==> src/rtl/memory_stage.sv <==
// memory_stage: data-memory access stage plus the Memory-Writeback register.
// Define MEM_ALIGN_CHECK_EN to trap misaligned accesses instead of masking them.
package memory_stage_pkg;

  typedef struct packed {
    logic        memWrt;
    logic [31:0] aluOut;
    logic [31:0] pcNext;
    logic [31:0] lrWrtData;
    logic [1:0]  flWrtData;
    logic [1:0]  resultSel;
    logic        regWrtEn;
    logic        lrWrite;
    logic        flWrite;
    logic [4:0]  regWrtSel;
  } ex_me_t;

  typedef struct packed {
    logic        valid;
    logic        regWrtEn;
    logic        lrWrite;
    logic        flWrite;
    logic        memErr;
    logic [31:0] aluOut;
    logic [31:0] memData;
    logic [31:0] pcNext;
    logic [31:0] lrWrtData;
    logic [1:0]  flWrtData;
    logic [1:0]  resultSel;
    logic [4:0]  regWrtSel;
  } me_wb_t;

endpackage

module memory_stage
  import memory_stage_pkg::*;
#(
  parameter int unsigned TIMEOUT_CYCLES = 255
) (
  input  logic        clk,
  input  logic        rst,
  input  logic        ExMe_out_valid,
  input  logic [31:0] ExMe_out_alu_out,
  input  logic [31:0] ExMe_out_reg_2,
  input  logic [31:0] ExMe_out_PC_next,
  input  logic [31:0] ExMe_out_LR_wrt_data,
  input  logic [1:0]  ExMe_out_FL_wrt_data,
  input  logic        ExMe_out_mem_en,
  input  logic        ExMe_out_mem_wrt,
  input  logic [1:0]  ExMe_out_result_sel,
  input  logic        ExMe_out_reg_wrt_en,
  input  logic        ExMe_out_LR_write,
  input  logic        ExMe_out_FL_write,
  input  logic [4:0]  ExMe_out_reg_wrt_sel,
  output logic        mem_req,
  output logic        mem_we,
  output logic [31:0] mem_addr,
  output logic [31:0] mem_wdata,
  input  logic [31:0] mem_rdata,
  input  logic        mem_ready,
  output logic        stall,
  output logic        MeWb_out_valid,
  output logic        MeWb_out_reg_wrt_en,
  output logic        MeWb_out_LR_write,
  output logic        MeWb_out_FL_write,
  output logic [31:0] MeWb_out_alu_out,
  output logic [31:0] MeWb_out_mem_data,
  output logic [31:0] MeWb_out_PC_next,
  output logic [31:0] MeWb_out_LR_wrt_data,
  output logic [1:0]  MeWb_out_FL_wrt_data,
  output logic [1:0]  MeWb_out_result_sel,
  output logic [4:0]  MeWb_out_reg_wrt_sel,
  output logic        MeWb_out_mem_err
);

  typedef enum logic {IDLE, BUSY} state_t;

  localparam logic [15:0] LastWait = 16'(TIMEOUT_CYCLES - 1);

  state_t      state;
  logic [15:0] waitCnt;
  ex_me_t      cur;
  ex_me_t      held;
  me_wb_t      mewb;
  logic        isMemOp;
  logic        misaligned;
  logic        launch;
  logic        timeout;

  // An aborted access still retires, but must not touch architectural state.
  function automatic me_wb_t retire(
    input ex_me_t      i,
    input logic [31:0] data,
    input logic        err
  );
    me_wb_t w;
    w.valid     = 1'b1;
    w.regWrtEn  = i.regWrtEn & ~err;
    w.lrWrite   = i.lrWrite & ~err;
    w.flWrite   = i.flWrite & ~err;
    w.memErr    = err;
    w.aluOut    = i.aluOut;
    w.memData   = data;
    w.pcNext    = i.pcNext;
    w.lrWrtData = i.lrWrtData;
    w.flWrtData = i.flWrtData;
    w.resultSel = i.resultSel;
    w.regWrtSel = i.regWrtSel;
    return w;
  endfunction

  assign cur = '{
    memWrt:    ExMe_out_mem_wrt,
    aluOut:    ExMe_out_alu_out,
    pcNext:    ExMe_out_PC_next,
    lrWrtData: ExMe_out_LR_wrt_data,
    flWrtData: ExMe_out_FL_wrt_data,
    resultSel: ExMe_out_result_sel,
    regWrtEn:  ExMe_out_reg_wrt_en,
    lrWrite:   ExMe_out_LR_write,
    flWrite:   ExMe_out_FL_write,
    regWrtSel: ExMe_out_reg_wrt_sel
  };

  assign isMemOp = ExMe_out_valid & ExMe_out_mem_en;

`ifdef MEM_ALIGN_CHECK_EN
  assign misaligned = isMemOp & (ExMe_out_alu_out[1:0] != 2'b00);
`else
  assign misaligned = 1'b0;
`endif

  assign launch  = (state == IDLE) && isMemOp && !misaligned;
  assign timeout = (state == BUSY) && !mem_ready
                && (waitCnt == LastWait);

  assign stall = !rst
              && (launch || ((state == BUSY) && !mem_ready && !timeout));

  always_ff @(posedge clk or posedge rst) begin
    if (rst) begin
      state     <= IDLE;
      waitCnt   <= '0;
      held      <= '0;
      mewb      <= '0;
      mem_req   <= 1'b0;
      mem_we    <= 1'b0;
      mem_addr  <= '0;
      mem_wdata <= '0;
    end else begin
      unique case (state)
        IDLE: begin
          if (launch) begin
            state     <= BUSY;
            waitCnt   <= '0;
            held      <= cur;
            mem_req   <= 1'b1;
            mem_we    <= ExMe_out_mem_wrt;
            mem_addr  <= {ExMe_out_alu_out[31:2], 2'b00};
            mem_wdata <= ExMe_out_reg_2;
            mewb      <= '0;
          end else if (!ExMe_out_valid) begin
            mewb <= '0;
          end else begin
            mewb <= retire(cur, '0, misaligned);
          end
        end
        BUSY: begin
          if (mem_ready) begin
            state   <= IDLE;
            mem_req <= 1'b0;
            mem_we  <= 1'b0;
            mewb    <= retire(held, held.memWrt ? '0 : mem_rdata, 1'b0);
          end else if (timeout) begin
            state   <= IDLE;
            mem_req <= 1'b0;
            mem_we  <= 1'b0;
            mewb    <= retire(held, '0, 1'b1);
          end else begin
            waitCnt <= waitCnt + 16'd1;
            mewb    <= '0;
          end
        end
      endcase
    end
  end

  assign MeWb_out_valid       = mewb.valid;
  assign MeWb_out_reg_wrt_en  = mewb.regWrtEn;
  assign MeWb_out_LR_write    = mewb.lrWrite;
  assign MeWb_out_FL_write    = mewb.flWrite;
  assign MeWb_out_mem_err     = mewb.memErr;
  assign MeWb_out_alu_out     = mewb.aluOut;
  assign MeWb_out_mem_data    = mewb.memData;
  assign MeWb_out_PC_next     = mewb.pcNext;
  assign MeWb_out_LR_wrt_data = mewb.lrWrtData;
  assign MeWb_out_FL_wrt_data = mewb.flWrtData;
  assign MeWb_out_result_sel  = mewb.resultSel;
  assign MeWb_out_reg_wrt_sel = mewb.regWrtSel;

endmodule
==> config.mk <==
export PLATFORM = sky130hd
export DESIGN_NAME = memory_stage
export DESIGN_NICKNAME = d
export VERILOG_FILES = /design/src/rtl/memory_stage.sv
export SDC_FILE = /design/constraint.sdc
export NUM_CORES = 1
export LEC_CHECK = 0
export ABC_AREA = 1
export BUFFER_PORTS_ARGS = -buffer_cell sky130_fd_sc_hd__buf_4
export CAP_MARGIN = 20
export CORE_MARGIN = 2
export CORE_UTILIZATION = 25
export DETAILED_ROUTE_END_ITERATION = 10
export SLEW_MARGIN = 20
export SYNTH_ARGS = -nofsm -noshare
export SYNTH_HDL_FRONTEND = slang
export SYNTH_SLANG_ARGS = --single-unit
==> constraint.sdc <==
create_clock -name clk -period 30.3 [get_ports clk]
set_input_delay 6.06 -clock clk [delete_from_list [all_inputs] [get_ports clk]]
set_output_delay 6.06 -clock clk [all_outputs]
set_load 0.01 [all_outputs]
==> results of run 1 <==
==> layout by cell type (no fill, tap or decap), drive strengths merged <==
cell type and count:
o21bai 1, clkinv 2, dfrtp 302, nand2 794
inv 57, xor2 6, a21oi 3, or2 1
clkbuf 50, nand3 19, xnor2 1, buf 394
conb 2, bufinv 4, ha 2, o21ai 18
nand4 7, nor3 3, nor2 64
==> final timing paths <==
path	end	slack, ps	cells after the start
min	MeWb_out_PC_next[1]	460	2
max	stall	17510	6
min in group asynchronous	mem_wdata[4]	5620	2
max in group asynchronous	MeWb_out_LR_wrt_data[25]	22570	4
min reg2reg	MeWb_out_PC_next[1]	460	2
max reg2reg	held[45]	27300	6
==> power groups by stage <==
stage | sequential [µW] | clock [µW] | combinational, µW
after global placement | 490 | 0 | 167
final | 485 | 445 | 165
after detailed placement | 492 | 0 | 170
after global routing | 492 | 475 | 186
after floorplan | 497 | 0 | 79.6
after CTS | 485 | 461 | 170
==> metrics by stage <==
| stage | instances | area, µm² | hold WS (ps) | utilization |
|---|---|---|---|---|
| 2_1_floorplan | 1373 | 11930 | 442.2 | - |
| 3_3_place_gp | 2289 | 15130 | 451.6 | 0.3188 |
| 3_5_place_dp | 2289 | 15130 | 454.1 | 0.3189 |
| 4_1_cts | 2345 | 16330 | 468.2 | 0.3442 |
| 5_1_grt | 2345 | 16330 | 482.5 | 0.3443 |
| 6_report | 2345 | 16330 | 464.4 | 0.3443 |
==> worst min-delay path: stages (launching register included) <==
cell     delay (ps)
dfrtp_1         340
nand2_1          50
nand2_1          40
==> cell type report <==
cell class,instances,area share
flip-flops and latches,302,0.4627
clock inverters,6,0.008197
multi-input cells,921,0.2218
well taps,615,0.04711
clock buffers,50,0.06519
repair buffers,394,0.1813
inverters,57,0.01371
==> state kept, by name (all words and copies together), names as in the netlist, 2 cells and up <==
name	flops
MeWb_out_FL_wrt_data	2
MeWb_out_LR_wrt_data	32
MeWb_out_PC_next	32
MeWb_out_alu_out	32
MeWb_out_mem_data	32
MeWb_out_reg_wrt_sel	5
MeWb_out_result_sel	2
held	109
mem_wdata	32
waitCnt	16
==> synthesized netlist by cell type <==
library cell,count,share of area
nand2_1,792,0.25
dfrtp_1,302,0.63
nor2_1,64,0.020
inv_1,56,0.018
buf_4,36,0.023
buf_2,33,0.014
clkbuf_1,20,0.0063
nand3_1,18,0.0076
o21ai_0,16,0.0067
nand4_1,7,0.0037
xor2_1,6,0.0044
buf_6,4,0.0038
a21oi_1,3,0.0013
ha_1,2,0.0021
nand2_2,2,0.0010
nor3_1,2,0.00084
o21ai_1,2,0.00084
conb_1,1,0.00031
inv_2,1,0.00031
nand3_2,1,0.00084
nor3_2,1,0.00084
o21bai_1,1,0.00063
or2_2,1,0.00052
xnor2_1,1,0.00073
==> metal layers <==
metal | vias up | share of wire | wire length [µm] | track usage
met5 | - | 0.00030 | 10 | 0
met4 | 2 | 0.027 | 914 | 0.04633
met3 | 57 | 0.068 | 2269 | 0.03782
met2 | 279 | 0.49 | 16380 | 0.2285
met1 | 4589 | 0.42 | 14040 | 0.1622
li1 | 4748 | - | - | -
==> logic make-up after synthesis <==
group,Yosys count,synth area share
simple gates,888,0.2848
flops,302,0.6337
buf+inv,150,0.06453
compound gates,22,0.009443
xor+xnor,7,0.005141
fa+ha+maj,2,0.002098
other cells,1,0.0003145
==> flow_metrics.tcl, run 1 <==
set metrics [dict create \
    synthCells 1372 \
    syn_area_um2 11930 \
    pre_cts_slack_ps 17500 \
    wirelength_mm 33.60 \
    hold_violations 0 \
    fin_tns_setup_ps 0 \
    cp-end-kind "output port" \
    detail_route.iter0.violations 591 \
    finalMaxSlewViolations 0 \
    ys_seq_elements 302 \
    finalPower_uw 1096 \
    cts_buffer_depth 3 \
    core_area_um2 47450 \
    cap_viol_max_count 0 \
    portBuffers 384 \
    p_clk_frac 0.406 \
    ys_seq_area_frac 0.6337 \
    cts_buffers 36 \
    p_leak_uw 0.009157 \
    combPwrFrac 0.151 \
    track_usage 0.1340 \
    min-delay-path-class "flop to flop" \
    critPathBufInv 3 \
    status "finished clean" \
    path_clk_slew_ps 60 \
    synth_warnings 0 \
    nets 1892 \
    vias 9675 \
    overflow 0 \
    period_minus_slack_ps 12790 \
    areaGrowthSynthToFinish_pct 36.96 \
    fill_cells 4897 \
    worstPathArrival_ps 6730 \
    firstDrtPassIters 5 \
    hp-start "held[45]" \
    dieArea_um2 49460 \
    path_class "input pin to output port" \
    antenna_found_initial 1 \
    dp_hpwl_mm 21.87 \
    cpMostUsedCell "buf_4" \
    worst_slack_ps 17510 \
    switching_power_uw 288.3 \
    worst_pin_slew_ps 1065 \
    cts_tree "done" \
    synth_cell_types 24 \
    ant_nets 0 \
    setup_viol 0 \
    slew_headroom 0.2901 \
    root_buffer "clkbuf_16" \
    io-pin-count 387 \
    cts_resized 0 \
    grt_pass1_wl_mm 52.83 \
    fmax_mhz 78.16 \
    fin_skew_ps 8.343 \
    p_int_uw 807.2 \
    clk_latency_ps 530 \
    critPathTopFamily "buffers and inverters" \
    n_antenna_cell 0 \
    cts_sinks 302 \
    critPathLaunch "ExMe_out_valid" \
    place.gp.congestion 0.7878 \
    rows 80 \
    cts_hold_buf 0 \
    die_w_um 222.4 \
    switching_share 0.2632 \
    wl_per_cell_um 14.33 \
    via_per_inst 4.126 \
    cp_slowest_cell "a21oi_1" \
    post_cts_buffers 0 \
    crit_chain "buf_4 > inv_1 > nor3_2 > a21oi_1 > nor2_1 > buf_4" \
    min_period_over_period 0.4223 \
    htreeDepth 2 \
    die_h_um 222.4 \
    drive_gt1_frac 0.2642 \
    seq_power_share 0.443 \
    cp.required_ps 24240 \
    worstPathMaxFanout 2 \
    grt_pass1_vias 9553 \
    power_density_nw_per_um2 67.08 \
    rsz0062_at_grt "false" \
    drc 0 \
    start_util 0.2513 \
    peakVddDrop_v 0.00003544 \
    syn_area_per_cell_um2 8.692 \
    seqCellArea_um2 7557 \
    r2r-start "state" \
    slowest_delay_ps 210 \
    grt_max_degree 104 \
    cp-start-kind "input pin" \
    multi_input_area_um2 3622 \
]
(Power assumes the default switching activity.)
==> run 2, diff against run 1 <==
--- a/config.mk
+++ b/config.mk
@@ -5,7 +5,7 @@
 export SDC_FILE = /design/constraint.sdc
 export NUM_CORES = 1
 export LEC_CHECK = 0
-export ABC_AREA = 1
+export ABC_AREA = 0
 export BUFFER_PORTS_ARGS = -buffer_cell sky130_fd_sc_hd__buf_4
 export CAP_MARGIN = 20
 export CORE_MARGIN = 2
==> constraint.sdc (replaced) <==
create_clock -name clk -period 10.4 [get_ports clk]
set_input_delay 2.08 -clock clk [delete_from_list [all_inputs] [get_ports clk]]
set_output_delay 2.08 -clock clk [all_outputs]
set_load 0.01 [all_outputs]
==> run 2 against run 1 <==
Highest routed layer unchanged. Clock-buffer cell count shrank 5. First-iteration DRC count grew 6.6%. Power grew to 2.9 times the previous value. Hold slack gained 9.9 ps. Combinational power grew to 2.9 times the previous value.
==> flow_metrics.tcl, run 2 <==
set metrics [dict create \
    synthTopCellsByCount "436 x nand2_1, 302 x dfrtp_1, 105 x a22o_1" \
    slowest_delay_ps 740 \
    io-pin-count 387 \
    yosysMostFrequentCell "nand2_1" \
    fill_cells 4551 \
    post_cts_buffers 0 \
    cts_tree "done" \
    power_density_nw_per_um2 198.9 \
    cpMostUsedCell "buf_4" \
    synth_top_area_cell "dfrtp_1" \
    path_clk_slew_ps 60 \
    p_leak_uw 0.008336 \
    nets 1566 \
    peakVddDrop_v 0.0001038 \
    antenna_found_initial 2 \
    critPathTopFamily "simple AND/OR/NAND/NOR gates" \
    dieArea_um2 47200 \
    cts_sinks 302 \
    worstPathArrival_ps 3390 \
    synth_ff_type "dfrtp_1" \
    syn_area_um2 11370 \
    slew_headroom 0.3416 \
    grt_pass1_vias 8735 \
    final_common_cell "nand2_1" \
    fin_tns_setup_ps 0 \
    multi_input_area_um2 3276 \
    synthXorXnorAreaFrac 0.002311 \
    detail_route.iter0.violations 630 \
    grt_pass1_wl_mm 49.44 \
    fin_skew_ps 11.71 \
    most-common-layout-cells "436 x nand2_1, 392 x buf_4, 302 x dfrtp_1, 105 x a22o_1, 37 x clkbuf_16" \
    n_antenna_cell 0 \
    synth_cell_types 34 \
    synthSimpleGateAreaFrac 0.1831 \
    cts_resized 0 \
    synth_compound_area_frac 0.09519 \
    root_buffer "clkbuf_16" \
    dp_hpwl_mm 20.38 \
    cts_buffers 36 \
    areaGrowthSynthToFinish_pct 38.42 \
    min-delay-path-class "flop to flop" \
    vias 8699 \
    ant_nets 0 \
    start_util 0.2522 \
    path_class "input pin to output port" \
    cp-start-kind "input pin" \
    muxShareOfSynthArea 0.002641 \
    htreeDepth 2 \
    seqCellArea_um2 7557 \
    synth_edf_count 0 \
    firstDrtPassIters 4 \
    die_h_um 217.3 \
    ys_seq_elements 302 \
    status "finished clean" \
    clk_latency_ps 540 \
    fmax_mhz 182.9 \
    syn_area_per_cell_um2 10.83 \
    largest_reg_flops 109 \
    synth.top_cells.by_area "dfrtp_1 66%, nand2_1 14%, a22o_1 8.1%" \
    period_minus_slack_ps 5466 \
    synth_top_family_by_area "simple AND/OR/NAND/NOR gates" \
    cp.required_ps 8320 \
    cp-end-kind "output port" \
    wl_per_cell_um 15.85 \
    place.gp.congestion 0.8048 \
    synth_warnings 0 \
    portBuffers 384 \
    rows 78 \
    finalMaxSlewViolations 0 \
    die_w_um 217.3 \
    synth-adder-area-share 0.002201 \
    drive_gt1_frac 0.3262 \
    overflow 0 \
    synth_top_area_frac 0.6647 \
    finalPower_uw 3130 \
    core_area_um2 45090 \
    track_usage 0.1324 \
    worstPathMaxFanout 79 \
    cts_hold_buf 0 \
    setup_viol 0 \
    drc 0 \
    via_per_inst 4.328 \
    worst_pin_slew_ps 987.6 \
    reg2reg_slack_ps 7380 \
    ys_seq_area_frac 0.6647 \
    critPathBufInv 2 \
    grt_max_degree 164 \
    regMostFlops "held" \
    async_reset_ff_frac 1.000 \
    cts_buffer_depth 3 \
    wirelength_mm 31.86 \
    hold_violations 0 \
    synthCells 1050 \
    cap_viol_max_count 0 \
    min_period_over_period 0.5256 \
    crit_chain "buf_4 > nand2_1 > or2_4 > a21oi_1 > buf_4" \
    cp_slowest_cell "or2_4" \
    rsz0062_at_grt "false" \
]
run 2: cell types whose count changed in the layout (fill, tap and decap cells not counted), sizes merged, moves of 9 or more:
cell    change
and2       +34
nand3      -15
a22o      +105
nor2       -56
o21ai      -11
nand2     -358
clkinv      +9
inv        -52
run 2: power by group:
part           total, µW  internal, µW  switching, µW  leakage (µW)
combinational        476           231            246       0.00384
sequential          1410          1330           83.7       0.00392
clock               1240           737            506      0.000576
run 2: worst register-to-register path, cell delays in order, from the launching register on:
cell and delay [ps]:
dfrtp_1 420, and4_1 350, and4_1 580, o21a_4 480
buf_4 820, a22o_1 310
run 2: kinds of logic (layout without fill, tap and decap cells):
| kind of cell | after synthesis | count (layout) |
|---|---|---|
| and+or+nand+nor | 508 | 508 |
| DFF | 302 | 302 |
| AOI/OAI and AO/OA | 130 | 130 |
| buffers and inverters | 101 | 460 |
| xor gates and xnor gates | 3 | 3 |
| muxes | 3 | 3 |
| adders and majority gates | 2 | 2 |
| other | 1 | 2 |
run 2: cell type report:
| cell class | count | share of cell area |
|---|---|---|
| Clock buffer | 45 | 0.06392 |
| Multi-Input combinational cell | 648 | 0.2081 |
| Clock inverter | 17 | 0.009858 |
| Inverter | 4 | 0.001193 |
| Sequential cell | 302 | 0.4802 |
| Timing Repair Buffer | 394 | 0.1890 |
| Tap cell | 600 | 0.04770 |
run 2: stage by stage:
| step | cell area (µm²) | hold WS, ps | util | worst slack [ps] | instances |
|---|---|---|---|---|---|
| CTS | 15730 | 476.6 | 0.3490 | 4878 | 2010 |
| detailed placement | 14570 | 462.8 | 0.3232 | 4878 | 1948 |
| floorplan | 11380 | 445.4 | - | 4305 | 1051 |
| global route | 15740 | 487.7 | 0.3490 | 4771 | 2010 |
| global placement | 14570 | 457.5 | 0.3232 | 4858 | 1948 |
| finish | 15740 | 474.3 | 0.3490 | 4934 | 2010 |
run 2: final timing paths:
check,startpoint,endpoint,cells after the start
min reg2reg,held[44],held[44],2
max,ExMe_out_mem_en,stall,5
min,held[44],held[44],2
min in group asynchronous,rst,MeWb_out_FL_write,3
max reg2reg,waitCnt[2],MeWb_out_LR_wrt_data[1],5
max in group asynchronous,rst,MeWb_out_alu_out[1],4
run 2: layer usage:
metal | part of all wire | track usage | vias to the layer above
met2 | 0.48 | 0.2187 | 293
met4 | 0.031 | 0.05000 | 4
li1 | - | - | 4059
met5 | 0.00085 | 0 | -
met3 | 0.078 | 0.03997 | 64
met1 | 0.41 | 0.1625 | 4279
